File: src/rtl/keypad_pkg.sv
// Shared key encodings, column FSM state type and the column/row to key lookup
// for the 4x4 Pmod keypad scanner.
package keypad_pkg;

  // Key codes are {none, hex}; the top bit marks "no single key pressed".
  localparam logic [4:0] KEY_NONE = 5'b1_0000;
  localparam logic [4:0] KEY_0    = 5'h00;
  localparam logic [4:0] KEY_1    = 5'h01;
  localparam logic [4:0] KEY_2    = 5'h02;
  localparam logic [4:0] KEY_3    = 5'h03;
  localparam logic [4:0] KEY_4    = 5'h04;
  localparam logic [4:0] KEY_5    = 5'h05;
  localparam logic [4:0] KEY_6    = 5'h06;
  localparam logic [4:0] KEY_7    = 5'h07;
  localparam logic [4:0] KEY_8    = 5'h08;
  localparam logic [4:0] KEY_9    = 5'h09;
  localparam logic [4:0] KEY_A    = 5'h0A;
  localparam logic [4:0] KEY_B    = 5'h0B;
  localparam logic [4:0] KEY_C    = 5'h0C;
  localparam logic [4:0] KEY_D    = 5'h0D;
  localparam logic [4:0] KEY_E    = 5'h0E;
  localparam logic [4:0] KEY_F    = 5'h0F;

  localparam logic [4:0] ACT_UP_KEY    = KEY_2;
  localparam logic [4:0] ACT_DOWN_KEY  = KEY_8;
  localparam logic [4:0] ACT_LEFT_KEY  = KEY_4;
  localparam logic [4:0] ACT_RIGHT_KEY = KEY_6;
  localparam logic [4:0] ACT_BOMB_KEY  = KEY_5;

  typedef enum logic [1:0] {COL0, COL1, COL2, COL3} col_state_t;

  function automatic logic [4:0] key_lookup(input logic [1:0] col, input logic [1:0] row);
    logic [4:0] code;
    case ({col, row})
      4'h0: code = KEY_1;  4'h1: code = KEY_4;  4'h2: code = KEY_7;  4'h3: code = KEY_0;
      4'h4: code = KEY_2;  4'h5: code = KEY_5;  4'h6: code = KEY_8;  4'h7: code = KEY_F;
      4'h8: code = KEY_3;  4'h9: code = KEY_6;  4'hA: code = KEY_9;  4'hB: code = KEY_E;
      default: begin
        case (row)
          2'd0:    code = KEY_A;
          2'd1:    code = KEY_B;
          2'd2:    code = KEY_C;
          default: code = KEY_D;
        endcase
      end
    endcase
    return code;
  endfunction

endpackage

File: src/rtl/keypad_debounce.sv
// Accepts a new stable key only after DEBOUNCE_SWEEPS identical sweep candidates,
// strobing o_change in the cycle the stable value updates.
module keypad_debounce
  import keypad_pkg::*;
#(
  parameter int DEBOUNCE_SWEEPS = 4
) (
  input  logic       clk,
  input  logic       rst_n,
  input  logic [4:0] i_candidate,
  input  logic       i_sweep_end,
  output logic [4:0] o_stable,
  output logic       o_change
);

  localparam int CNT_W = $clog2(DEBOUNCE_SWEEPS + 1);
  localparam logic [CNT_W-1:0] CNT_MAX = CNT_W'(DEBOUNCE_SWEEPS);

  logic [4:0]       r_prev;
  logic [CNT_W-1:0] r_cnt;
  logic [CNT_W-1:0] w_cnt_next;

  // NOTE: every always_comb output gets a default first so no latch is inferred.
  always_comb begin
    w_cnt_next = CNT_W'(1);
    if (i_candidate == r_prev)
      w_cnt_next = (r_cnt == CNT_MAX) ? r_cnt : r_cnt + CNT_W'(1);
  end

  // NOTE: state uses non-blocking assignments so all flops update from pre-edge values.
  always_ff @(posedge clk or negedge rst_n) begin
    if (!rst_n) begin
      r_prev   <= KEY_NONE;
      r_cnt    <= '0;
      o_stable <= KEY_NONE;
      o_change <= 1'b0;
    end else begin
      o_change <= 1'b0;
      if (i_sweep_end) begin
        r_prev <= i_candidate;
        r_cnt  <= w_cnt_next;
        if (w_cnt_next == CNT_MAX && i_candidate != o_stable) begin
          o_stable <= i_candidate;
          o_change <= 1'b1;
        end
      end
    end
  end

endmodule

File: src/rtl/pmod_keypad_scanner.sv
// Column-scans the 4x4 Pmod keypad, debounces whole-sweep results and emits
// key events plus player-B action strobes.
module pmod_keypad_scanner
  import keypad_pkg::*;
#(
  parameter int SCAN_DIV        = 100000,
  parameter int DEBOUNCE_SWEEPS = 4
) (
  input  logic       clk,
  input  logic       rst_n,
  output logic [3:0] col_n,
  input  logic [3:0] row_n,
  output logic [3:0] key_code,
  output logic       key_valid,
  output logic       key_held,
  output logic       act_up,
  output logic       act_down,
  output logic       act_left,
  output logic       act_right,
  output logic       act_bomb
);

  localparam int DIV_W = $clog2(SCAN_DIV);
  localparam logic [DIV_W-1:0] DIV_LAST = DIV_W'(SCAN_DIV - 1);

  logic [3:0]       r_row_meta;
  logic [3:0]       r_row_sync;
  col_state_t       r_col;
  col_state_t       w_col_next;
  logic [DIV_W-1:0] r_div;
  logic [15:0]      r_sweep;
  logic             r_sweep_end;
  logic [4:0]       w_candidate;
  logic [4:0]       w_single;
  logic [4:0]       w_hits;
  logic [4:0]       w_stable;
  logic             w_change;

  assign w_col_next = col_state_t'(r_col + 2'd1);

  always_ff @(posedge clk or negedge rst_n) begin
    if (!rst_n) begin
      r_row_meta  <= 4'hF;
      r_row_sync  <= 4'hF;
      r_col       <= COL0;
      r_div       <= '0;
      r_sweep     <= '0;
      r_sweep_end <= 1'b0;
      col_n       <= 4'b1110;
    end else begin
      r_row_meta  <= row_n;
      r_row_sync  <= r_row_meta;
      r_sweep_end <= 1'b0;
      if (r_div == DIV_LAST) begin
        r_div                       <= '0;
        r_sweep[{r_col, 2'b00} +: 4] <= ~r_row_sync;
        r_col                       <= w_col_next;
        col_n                       <= ~(4'b0001 << w_col_next);
        r_sweep_end                 <= (r_col == COL3);
      end else begin
        r_div <= r_div + DIV_W'(1);
      end
    end
  end

  // Exactly one pressed bit names a key; none or several (ghosting) means no key.
  always_comb begin
    w_hits      = '0;
    w_single    = KEY_NONE;
    w_candidate = KEY_NONE;
    for (int i = 0; i < 16; i++) begin
      if (r_sweep[i]) begin
        w_hits   = w_hits + 5'd1;
        w_single = key_lookup(2'(i / 4), 2'(i % 4));
      end
    end
    if (w_hits == 5'd1)
      w_candidate = w_single;
  end

  keypad_debounce #(
    .DEBOUNCE_SWEEPS(DEBOUNCE_SWEEPS)
  ) u_debounce (
    .clk        (clk),
    .rst_n      (rst_n),
    .i_candidate(w_candidate),
    .i_sweep_end(r_sweep_end),
    .o_stable   (w_stable),
    .o_change   (w_change)
  );

  always_ff @(posedge clk or negedge rst_n) begin
    if (!rst_n) begin
      key_code  <= 4'h0;
      key_valid <= 1'b0;
      key_held  <= 1'b0;
      act_up    <= 1'b0;
      act_down  <= 1'b0;
      act_left  <= 1'b0;
      act_right <= 1'b0;
      act_bomb  <= 1'b0;
    end else begin
      key_valid <= 1'b0;
      act_up    <= 1'b0;
      act_down  <= 1'b0;
      act_left  <= 1'b0;
      act_right <= 1'b0;
      act_bomb  <= 1'b0;
      if (w_change) begin
        if (w_stable == KEY_NONE) begin
          key_held <= 1'b0;
        end else begin
          key_code  <= w_stable[3:0];
          key_valid <= 1'b1;
          key_held  <= 1'b1;
          act_up    <= (w_stable == ACT_UP_KEY);
          act_down  <= (w_stable == ACT_DOWN_KEY);
          act_left  <= (w_stable == ACT_LEFT_KEY);
          act_right <= (w_stable == ACT_RIGHT_KEY);
          act_bomb  <= (w_stable == ACT_BOMB_KEY);
        end
      end
    end
  end

endmodule
File: config.mk
export PLATFORM = sky130hd
export DESIGN_NAME = pmod_keypad_scanner
export DESIGN_NICKNAME = d
export VERILOG_FILES = /design/src/rtl/keypad_pkg.sv /design/src/rtl/keypad_debounce.sv /design/src/rtl/pmod_keypad_scanner.sv
export SDC_FILE = /design/constraint.sdc
export NUM_CORES = 1
export LEC_CHECK = 0
export BUFFER_PORTS_ARGS = -buffer_cell sky130_fd_sc_hd__buf_2
export CORE_ASPECT_RATIO = 0.5
export CORE_MARGIN = 2
export CORE_UTILIZATION = 50
export CTS_CLUSTER_SIZE = 24
export DETAILED_ROUTE_END_ITERATION = 8
export GPL_ROUTABILITY_DRIVEN = 0
export PLACE_DENSITY = 0.76
export RECOVER_POWER = 25
export SETUP_SLACK_MARGIN = 0.02
export SYNTH_ARGS = -nofsm -noshare
export SYNTH_HDL_FRONTEND = slang
export SYNTH_SLANG_ARGS = --single-unit
File: constraint.sdc
create_clock -name clk -period 22.4 [get_ports clk]
set_input_delay 4.48 -clock clk [delete_from_list [all_inputs] [get_ports clk]]
set_output_delay 4.48 -clock clk [all_outputs]
set_load 0.02 [all_outputs]
==> results of run 1 <==
worst reg2reg max path, delay by kind of cell, from the launching register on:
kind / cells / cell delay, ns
adder cells (fa/ha/maj): 14 / 4.14
AO/OA/AOI/OAI: 10 / 2.11
AND/OR/NAND/NOR: 11 / 2.05
multiplexers: 6 / 1.50
XOR/XNOR: 4 / 0.62
flip-flops: 1 / 0.40
buffers and inverters: 1 / 0.08
sequential cells by signal, indices dropped and copies added, names as in the netlist, 2 cells and up:
signal and flops:
u_debounce.o_stable 5, r_col 2, u_debounce.r_prev 5, key_code 4, r_row_sync 4, u_debounce.r_cnt 3, r_row_meta 4, r_div 17
col_n 4, r_sweep 16
final cells by class:
class / count / area share, %
multi-input cells: 434 / 54.4
flip-flops and latches: 73 / 33.0
clock buffers: 10 / 4.28
well taps: 135 / 3.03
repair buffers: 23 / 2.13
inverters: 29 / 1.95
clock inverters: 6 / 1.21
per-stage QoR:
step	total power, mW	instance area, um2	hold WS (ns)	instances	setup slack, ns
floorplan	0.136	5080	0.345	558	12.24
global placement	0.139	5280	0.346	694	11.84
detailed placement	0.139	5280	0.349	694	11.40
CTS	0.282	5590	0.359	710	11.40
global route	0.288	5580	0.362	710	10.52
finish	0.279	5580	0.358	710	11.40
cells in the final DEF, fill, tap and decap left out, drive strengths merged, types with 22 or more instances in the layout:
master | synthesis | routed
a21oi | 25 | 25
buf | 6 | 22
dfrtp | 60 | 60
ha | 25 | 25
inv | 29 | 29
nand2 | 84 | 84
nor2 | 57 | 57
o21ai | 22 | 22
xnor2 | 35 | 35
xor2 | 22 | 22
final timing paths:
| check | start | end | slack [ns] | depth (start not counted) |
|---|---|---|---|---|
| min in group asynchronous | rst_n | r_div[2] | 4.35 | 2 |
| max in group asynchronous | rst_n | r_sweep[12] | 17.49 | 2 |
| max | r_sweep[0] | u_debounce.o_stable[3] | 11.40 | 46 |
| min reg2reg | r_row_meta[0] | r_row_sync[0] | 0.36 | 0 |
| max reg2reg | r_sweep[0] | u_debounce.o_stable[3] | 11.40 | 46 |
| min | r_row_meta[0] | r_row_sync[0] | 0.36 | 0 |
layer usage:
layer  track usage (%)  up-vias  wire (um)  part of all wire, %
met2              34.5       81       4720                   47
met1              25.9     1875       4880                   49
met5                 0        -          0                    0
met3              3.09       12        304                  3.0
met4              5.39        0         98                 0.98
li1                  -     1971          -                    -
power breakdown:
part | internal, mW | switching, mW
registers | 0.133 | 0.000704
clock network | 0.0893 | 0.0533
logic | 0.000413 | 0.00243
total | 0.223 | 0.0565
cells by family after synthesis:
| logic type | Yosys count | share of synthesized area (%) |
|---|---|---|
| AOI/OAI and AO/OA | 102 | 13.2 |
| xor gates and xnor gates | 63 | 14.2 |
| adders and majority gates | 25 | 6.16 |
| buffers and inverters | 51 | 3.99 |
| DFF | 73 | 36.3 |
| muxes | 23 | 5.30 |
| and+or+nand+nor | 221 | 20.9 |
==> metrics, run 1 <==
GRT Overall Usage=19.6%; sequential element share of the synthesized area=36.3%; worst-path cell with the longest stage delay=nor4_4; critical path class=register to register; max-slew headroom at the worst pin=36.5%; Ys Warns=0; number of antenna violations at the first check in global routing=0; number of detailed-routing iterations run before antenna repair=4; CTS sink count=73; Area growth, synth to finish=9.85%; Die Outline Area=11000 um2; HPWL after DPL=7120 um; setup repair after global routing missed its margin=false; status=finished, final reports clean; PwrDens=roughly 50 nW/um2; Nets=601; largest net degree at the start of global routing=between 70 and 80; Clock Pin Slew Worst Setup and Hold Paths=0.06 ns; area fraction of the dominant cell type after synthesis=29.6%; delay-heaviest family, CP=adder cells; area taken by multi-input logic gates=just over 3000 um2; Buf+Inv Stages, Crit Path=1; detailed-route wire length per cell=14.1 um; Synth Area per Inst=9.10 um2; most numerous cell in the Yosys netlist=nand2_1; Inserted Clock Buffers=9; Leakage=2.50 nW; highest achievable clock rate=a little over 90 MHz; number of post-CTS setup repair buffers=0; number of design rule violations left after detail routing=0; endpoint required time on the critical path=22.61 ns; number of hold-repair buffers added at the cts stage=0; remaining antenna violation count after routing=0; Post-synth top flop=dfrtp_1; cell taking the most area after synthesis=dfrtp_1; layout cells sized above 1=14.1%; #FFs+latches synth=73; worst clock skew=0.0110 ns; HP Class=register to register; top fanout value on the critical path=6; cell repeated most along the worst path=ha_1; highest cell delay on the worst timing path=approximately 0.6 ns; cells resized by post-CTS repair=0; arrival time of the worst setup path=11.21 ns; die boundary height=approximately 75 um; slew at the pin with the worst max-slew slack=0.946 ns; Post-synth EDFFs=0; total via count after detailed routing=3939; number of endpoints failing setup at the final stage=0; sequential cell area in the final layout=1840 um2; instance count of the mapped netlist=about 560; number of buffers added on ports=20; Yosys cell types=slightly above 70; starting density of the core=52.5%; residual overflow from global routing=0; standard cell core area=~9700 um2; synthesized cell area=5080 um2; cell at the root of the clock tree=clkbuf_16; fill cell instance count of the final layout=811; Longest Clk Path Bufs=2; insertion delay to the later sink of the worst-skew pair=around 0.33 ns; First DRT Iteration DRCs=261; summed negative setup slack over all endpoints=0 ns; crit path launch type=register; count of endpoints failing hold in the final timing report=0; min cycle time layout=11.00 ns; net count after synthesis=589; number of max-slew violations in the final report=0; count of pins on the block boundary=21; share of synthesized flip-flops with an asynchronous set or reset=100%; Antenna Cells=0; most area-consuming cells after synthesis=dfrtp_1 30%, dfstp_2 6.7%, nand2_1 6.2%; Horiz. Die Dim=147 um; CTS H-Tree Depth=3; drt total wl=10000 um; global-route wire length before repair=about 18000 um; total number of placement rows=25; Critical Path Sink Type=register; Commonest cells post-synth=84 x nand2_1, 60 x dfrtp_1, 57 x nor2_1, 31 x xnor2_1, 29 x inv_1; period utilisation layout=49.1%; Max-cap violations=0; CTS tree=done; vias in the first global route=approximately 3800; detail-routed via count per cell=between 5 and 6; VDD IR max=between 0.00005 and 0.00006 V; Layout Utilization=57.7%
Note: power is estimated with default switching activity, not from simulation.
==> run 2: changes to the inputs <==
Settings changed: PLACE_DENSITY 0.76 to 0.78.
Clock period 22.4 ns to 9.7 ns, I/O delays scaled along.
==> run 2 against run 1 <==
Critical path depth rose by 2. Flip-flop and latch count did not move. Total power rose by 120%. Clock skew fell by 0.0039 ns. Largest power group is now registers.
==> metrics, run 2 (synthesized netlist as in run 1, its figures left out) <==
status=finished, final reports clean (unchanged); min cycle time layout=9.43 ns (was 11.00 ns); CTS tree=done (unchanged); top library cells by usage in the layout, fill and taps aside=76 x nand2_1, 60 x dfrtp_1, 56 x nor2_1, 30 x xnor2_1, 30 x buf_4 (was 84 x nand2_1, 60 x dfrtp_1, 57 x nor2_1, 31 x xnor2_1, 29 x inv_1); number of hold-repair buffers added at the cts stage=0 (unchanged); Clock Pin Slew Worst Setup and Hold Paths=0.06 ns (about the same); drt total wl=10800 um (was 10000 um); HP Class=register to register (unchanged); worst-path cell with the longest stage delay=a2111o_1 (was nor4_4); top fanout value on the critical path=5 (was 6); starting density of the core=52.5% (unchanged); Die Outline Area=11000 um2 (unchanged); largest net degree at the start of global routing=74 (unchanged); total number of placement rows=25 (unchanged); count of placed standard cells including taps=705 (was 694); number of max-slew violations in the final report=0 (unchanged); remaining antenna violation count after routing=0 (unchanged); Reg with most FFs=r_div (unchanged); Post-Place Setup Slack=-0.285 ns (was 11.40 ns); Top Registers=r_div: 17 flops, r_sweep: 16 flops (unchanged); count of pins on the block boundary=21 (unchanged); Critical Path Sink Type=register (unchanged); number of buffers added on ports=20 (unchanged); number of flip-flops in the largest register=17 (unchanged); detail-routed via count per cell=5.61 (was 5.55); endpoint required time on the critical path=9.91 ns (was 22.61 ns); start point of the critical path=r_sweep[1] (was r_sweep[0]); routed wl met3=316 um (was 304 um); Max-cap violations=0 (unchanged); global-route wire length before repair=17800 um (was 17500 um); die boundary height=75.3 um (unchanged); detailed-route wire length per cell=14.7 um (was 14.1 um); Horiz. Die Dim=147 um (unchanged); Met2 Wirelength=5210 um (was 4720 um); highest cell delay on the worst timing path=0.41 ns (was 0.60 ns); cell at the root of the clock tree=clkbuf_16 (unchanged); Reg2Reg Launch Point=r_sweep[1] (was r_sweep[0]); arrival time of the worst setup path=9.64 ns (was 11.21 ns); Antenna Cells=0 (unchanged); Hold Crit Start=r_row_meta[1] (was r_row_meta[0]); HPWL after DPL=7330 um (was 7120 um); layout cells sized above 1=24.7% (was 14.1%); CTS sink count=73 (unchanged); highest achievable clock rate=106 MHz (was 90.9 MHz); cell repeated most along the worst path=ha_4 (was ha_1); top routing layer in use=met4 (unchanged); total via count after detailed routing=4144 (was 3939); CTS H-Tree Depth=3 (unchanged); VDD IR max=0.000111 V (was 0.0000533 V); worst clock skew=0.00710 ns (was 0.0110 ns); PwrDens=102 nW/um2 (was 50.1 nW/um2); number of antenna violations at the first check in global routing=0 (unchanged); GRT Overall Usage=20.1% (was 19.6%); number of detailed-routing iterations run before antenna repair=5 (was 4); residual overflow from global routing=0 (unchanged); Leakage=2.71 nW (was 2.50 nW); Metal-1 WL=5220 um (was 4880 um); number of endpoints failing setup at the final stage=0 (unchanged); critical path class=register to register (unchanged); First DRT Iteration DRCs=264 (was 261); insertion delay to the later sink of the worst-skew pair=0.33 ns (about the same); vias in the first global route=3799 (was 3774); slew at the pin with the worst max-slew slack=0.942 ns (was 0.946 ns); Nets=630 (was 601); Worst Slack Setup Final=0.275 ns (was 11.40 ns); post-layout instance count excluding filler cells=739 (was 710); count of endpoints failing hold in the final timing report=0 (unchanged); period utilisation layout=97.2% (was 49.1%); Area growth, synth to finish=19.8% (was 9.85%); max-slew headroom at the worst pin=36.3% (was 36.5%); summed negative setup slack over all endpoints=0 ns (unchanged); Inserted Clock Buffers=9 (unchanged); number of design rule violations left after detail routing=0 (unchanged); crit path launch type=register (unchanged); Longest Clk Path Bufs=2 (unchanged); Layout Utilization=63.0% (was 57.7%); fill cell instance count of the final layout=754 (was 811); standard cell core area=9670 um2 (unchanged); leading cell type in the layout, fill and taps excluded=nand2_1 (unchanged)
## run 2: cell types whose count changed in the layout (fill, tap and decap cells not counted), moves of 5 or more
cell     before  now
buf_4         2   30
ha_1         25   13
ha_4          0   11
nand2_1      84   76
o21ai_0      21   16
## run 2: worst paths after layout
check | endpoint | slack [ns] | cells after the start
worst max-delay path | u_debounce.o_stable[3] | 0.27 | 48
worst min-delay path | r_row_sync[1] | 0.35 | 0
worst max register to register | u_debounce.o_stable[3] | 0.27 | 48
worst min register to register | r_row_sync[1] | 0.35 | 0
max in group asynchronous | r_sweep[15] | 7.31 | 2
min in group asynchronous | r_div[12] | 1.80 | 2
## run 2: repair_timing
item / 4_1_cts / 5_1_grt
pin swaps: 9 / 17
hold endpoints to repair: 0 / 0
endpoints found under the setup margin: 9 / 10
buffers inserted: 10 / 8
resized for setup: 9 / 36
## run 2: critical path: cells and delay by family (launching register included)
family / cells / cell delay (ns)
XOR/XNOR: 4 / 0.61
AND/OR/NAND/NOR: 11 / 1.15
multiplexers: 6 / 1.59
adder cells (fa/ha/maj): 14 / 3.53
buffers and inverters: 3 / 0.42
flip-flops: 1 / 0.40
AO/OA/AOI/OAI: 10 / 1.63
## run 2: final cells by class
type | instances | area, um2 | area share, %
Clock buffer | 10 | 239 | 3.93
Tap cell | 135 | 169 | 2.78
Multi-Input combinational cell | 434 | 3350 | 55.0
Inverter | 29 | 109 | 1.79
Timing Repair Buffer | 52 | 340 | 5.59
Sequential cell | 73 | 1840 | 30.3
Clock inverter | 6 | 40.0 | 0.658
## run 2: routing by layer
| layer | track usage [%] | up-vias |
|---|---|---|
| met3 | 3.58 | 9 |
| met5 | 0 | - |
| met1 | 26.6 | 2026 |
| li1 | - | 2031 |
| met4 | 5.39 | 0 |
| met2 | 35.0 | 78 |
## run 2: metrics by stage
step | hold slack [ns] | power (mW) | cell area (um2)
6_report | 0.355 | 0.623 | 6090
5_1_grt | 0.359 | 0.645 | 6090
4_1_cts | 0.356 | 0.630 | 5830
3_5_place_dp | 0.347 | 0.322 | 5420
3_3_place_gp | 0.346 | 0.322 | 5420
2_1_floorplan | 0.345 | 0.314 | 5140
## run 2: report_power, final
part	switching (mW)	leakage (nW)	internal (mW)
combinational	0.00572	1.61	0.000952
clock	0.126	0.139	0.180
sequential	0.00158	0.960	0.308
total	0.134	2.71	0.489
==> run 3: changes to the inputs <==
--- a/config.mk
+++ b/config.mk
@@ -16,4 +16,5 @@
 export RECOVER_POWER = 25
 export SETUP_SLACK_MARGIN = 0.02
+export SLEW_MARGIN = 0
 export SYNTH_ARGS = -nofsm -noshare
 export SYNTH_HDL_FRONTEND = slang
==> constraint.sdc (replaced) <==
create_clock -name clk -period 9.7 [get_ports clk]
set_input_delay 0.97 -clock clk [delete_from_list [all_inputs] [get_ports clk]]
set_output_delay 0.97 -clock clk [all_outputs]
set_load 0.02 [all_outputs]
==> run 3 against run 2 <==
The run now ends with capacitance limit, slew limit left. Clock power hardly changed. Non-clock buffer count stayed put. Combinational power is 3% lower. Sequential share of layout area hardly changed. First-iteration DRC count is 1.9% lower. Sequential power hardly changed. Register-to-register slack hardly changed. Critical endpoint unchanged.
==> metrics, run 3 (synthesized netlist as in run 1, its figures left out) <==
critical path class=register to register (unchanged); fraction of power spent switching nets=21.5% (about the same); Worst Slack Setup Final=0.275 ns (about the same); insertion delay to the later sink of the worst-skew pair=0.33 ns (about the same); CTS tree=done (unchanged); GRT Overall Usage=20.1% (unchanged); Die Outline Area=11000 um2 (unchanged); Post-Place Setup Slack=-0.285 ns (unchanged); slew at the pin with the worst max-slew slack=3.71 ns (was 0.942 ns); Tot Pwr=0.622 mW (was 0.623 mW); PwrDens=102 nW/um2 (about the same); number of hold-repair buffers added at the cts stage=0 (unchanged); detail-routed via count per cell=5.61 (about the same); VDD IR max=0.000111 V (about the same); layout cells sized above 1=24.8% (was 24.7%); min cycle time layout=9.42 ns (was 9.43 ns); count of pins on the block boundary=21 (unchanged); Max-cap violations=1 (was 0); detailed-route wire length per cell=14.7 um (about the same); drt total wl=10800 um (about the same); HPWL after DPL=7330 um (unchanged); length in cells of the worst reg-to-reg path=48 (unchanged); First DRT Iteration DRCs=259 (was 264); failing checks=capacitance limit, slew limit; Critical Path Sink Type=register (unchanged); post-layout instance count excluding filler cells=739 (unchanged); die boundary height=75.3 um (unchanged); remaining antenna violation count after routing=0 (unchanged); vias in the first global route=3799 (unchanged); share of power burned in registers=49.7% (about the same); switching power of the nets=0.134 mW (about the same); endpoint required time on the critical path=9.91 ns (about the same); Nets=630 (unchanged); count of placed standard cells including taps=705 (unchanged); Area growth, synth to finish=19.9% (was 19.8%); highest cell delay on the worst timing path=0.41 ns (about the same); worst reg2reg endpoint=u_debounce.o_stable[3] (unchanged); Top Registers=r_div: 17 flops, r_sweep: 16 flops (unchanged); cell at the root of the clock tree=clkbuf_16 (unchanged); setup slack, reg-to-reg=0.28 ns (was 0.27 ns); leading cell type in the layout, fill and taps excluded=nand2_1 (unchanged); standard cell core area=9670 um2 (unchanged); number of design rule violations left after detail routing=0 (unchanged); CTS H-Tree Depth=3 (unchanged); Longest Clk Path Bufs=2 (unchanged); Hold Crit Start=r_row_meta[1] (unchanged); Reg2Reg Launch Point=r_sweep[1] (unchanged); total via count after detailed routing=4145 (was 4144); Reg with most FFs=r_div (unchanged); crit path launch type=register (unchanged); top library cells by usage in the layout, fill and taps aside=76 x nand2_1, 60 x dfrtp_1, 56 x nor2_1, 30 x xnor2_1, 30 x buf_4 (unchanged); period utilisation layout=97.2% (about the same); max-slew headroom at the worst pin=-147% (was 36.3%); largest net degree at the start of global routing=74 (unchanged); CTS sink count=73 (unchanged); internal power=0.489 mW (about the same); Clock Pin Slew Worst Setup and Hold Paths=0.06 ns (about the same); summed negative setup slack over all endpoints=0 ns (unchanged); Horiz. Die Dim=147 um (unchanged); fill cell instance count of the final layout=753 (was 754); residual overflow from global routing=0 (unchanged); Antenna Cells=0 (unchanged); cell repeated most along the worst path=ha_4 (unchanged); top fanout value on the critical path=5 (unchanged); HP Class=register to register (unchanged); Inserted Clock Buffers=9 (unchanged); worst clock skew=0.00709 ns (was 0.00710 ns); highest achievable clock rate=106 MHz (about the same); count of endpoints failing hold in the final timing report=0 (unchanged); number of endpoints failing setup at the final stage=0 (unchanged); number of antenna violations at the first check in global routing=0 (unchanged); clock group share of total power=49.2% (about the same); starting density of the core=52.5% (unchanged); global-route wire length before repair=17800 um (unchanged); status=finished, violations left (was finished, final reports clean); number of flip-flops in the largest register=17 (unchanged); number of max-slew violations in the final report=74 (was 0); number of buffers added on ports=20 (unchanged); worst-path cell with the longest stage delay=a2111o_1 (unchanged); total number of placement rows=25 (unchanged); arrival time of the worst setup path=9.64 ns (about the same); Leakage=2.71 nW (about the same); Logic pwr share=1.0% (was 1.1%); worst hold path endpoint=r_row_sync[1] (unchanged); number of detailed-routing iterations run before antenna repair=4 (was 5); WHS=0.355 ns (unchanged); cell depth of the worst min-delay path=0 (unchanged)
## run 3: metrics by stage
stage,area [um2],util (%)
floorplan,5140,-
global placement,5420,56.1
detailed placement,5420,56.1
CTS,5830,60.3
global route,6090,63.0
finish,6090,63.0
## run 3: per-layer routing
| layer | wire length, um | GRT usage, % | vias up |
|---|---|---|---|
| met2 | 5210 | 35.0 | 75 |
| met3 | 314 | 3.58 | 9 |
| met1 | 5220 | 26.6 | 2029 |
| met4 | 93 | 5.39 | 0 |
| met5 | 0 | 0 | - |
| li1 | - | - | 2032 |
## run 3: worst max-delay path: cells and delay by family, from the launching register on
kind / cells / cell delay [ns]
AOI/OAI and AO/OA: 10 / 1.63
xor gates and xnor gates: 4 / 0.61
adders and majority gates: 14 / 3.53
buffers and inverters: 3 / 0.42
DFF: 1 / 0.40
muxes: 6 / 1.59
and+or+nand+nor: 11 / 1.15
## run 3: how the worst max path moves through the flow
stage / end / start / depth (start not counted)
2_1_floorplan: u_debounce.o_stable[1] / r_sweep[0] / 46
3_3_place_gp: u_debounce.o_stable[1] / r_sweep[0] / 46
3_5_place_dp: u_debounce.o_stable[3] / r_sweep[0] / 46
4_1_cts: u_debounce.o_stable[3] / r_sweep[0] / 47
5_1_grt: u_debounce.o_stable[2] / r_sweep[0] / 48
6_report: u_debounce.o_stable[3] / r_sweep[1] / 48
## run 3: layout make-up
class	instances	area (um2)	share of cell area [%]
clock buffers	10	239	3.92
repair buffers	52	340	5.59
flip-flops and latches	73	1840	30.3
clock inverters	6	40.0	0.657
multi-input cells	434	3350	55.0
inverters	29	109	1.79
well taps	135	169	2.77
## run 3: timing repair
action,4_1_cts,5_1_grt
resized for setup,9,36
endpoints found under the setup margin,9,10
buffers inserted,10,8
pin swaps,9,17
## run 3: power by group through the flow
stage | registers [mW] | clock network (mW) | logic (mW)
after global placement | 0.315 | 0 | 0.00702
final | 0.309 | 0.307 | 0.00647
after CTS | 0.309 | 0.313 | 0.00719
after global routing | 0.309 | 0.327 | 0.00799
after detailed placement | 0.315 | 0 | 0.00720
after floorplan | 0.314 | 0 | 0.00000276
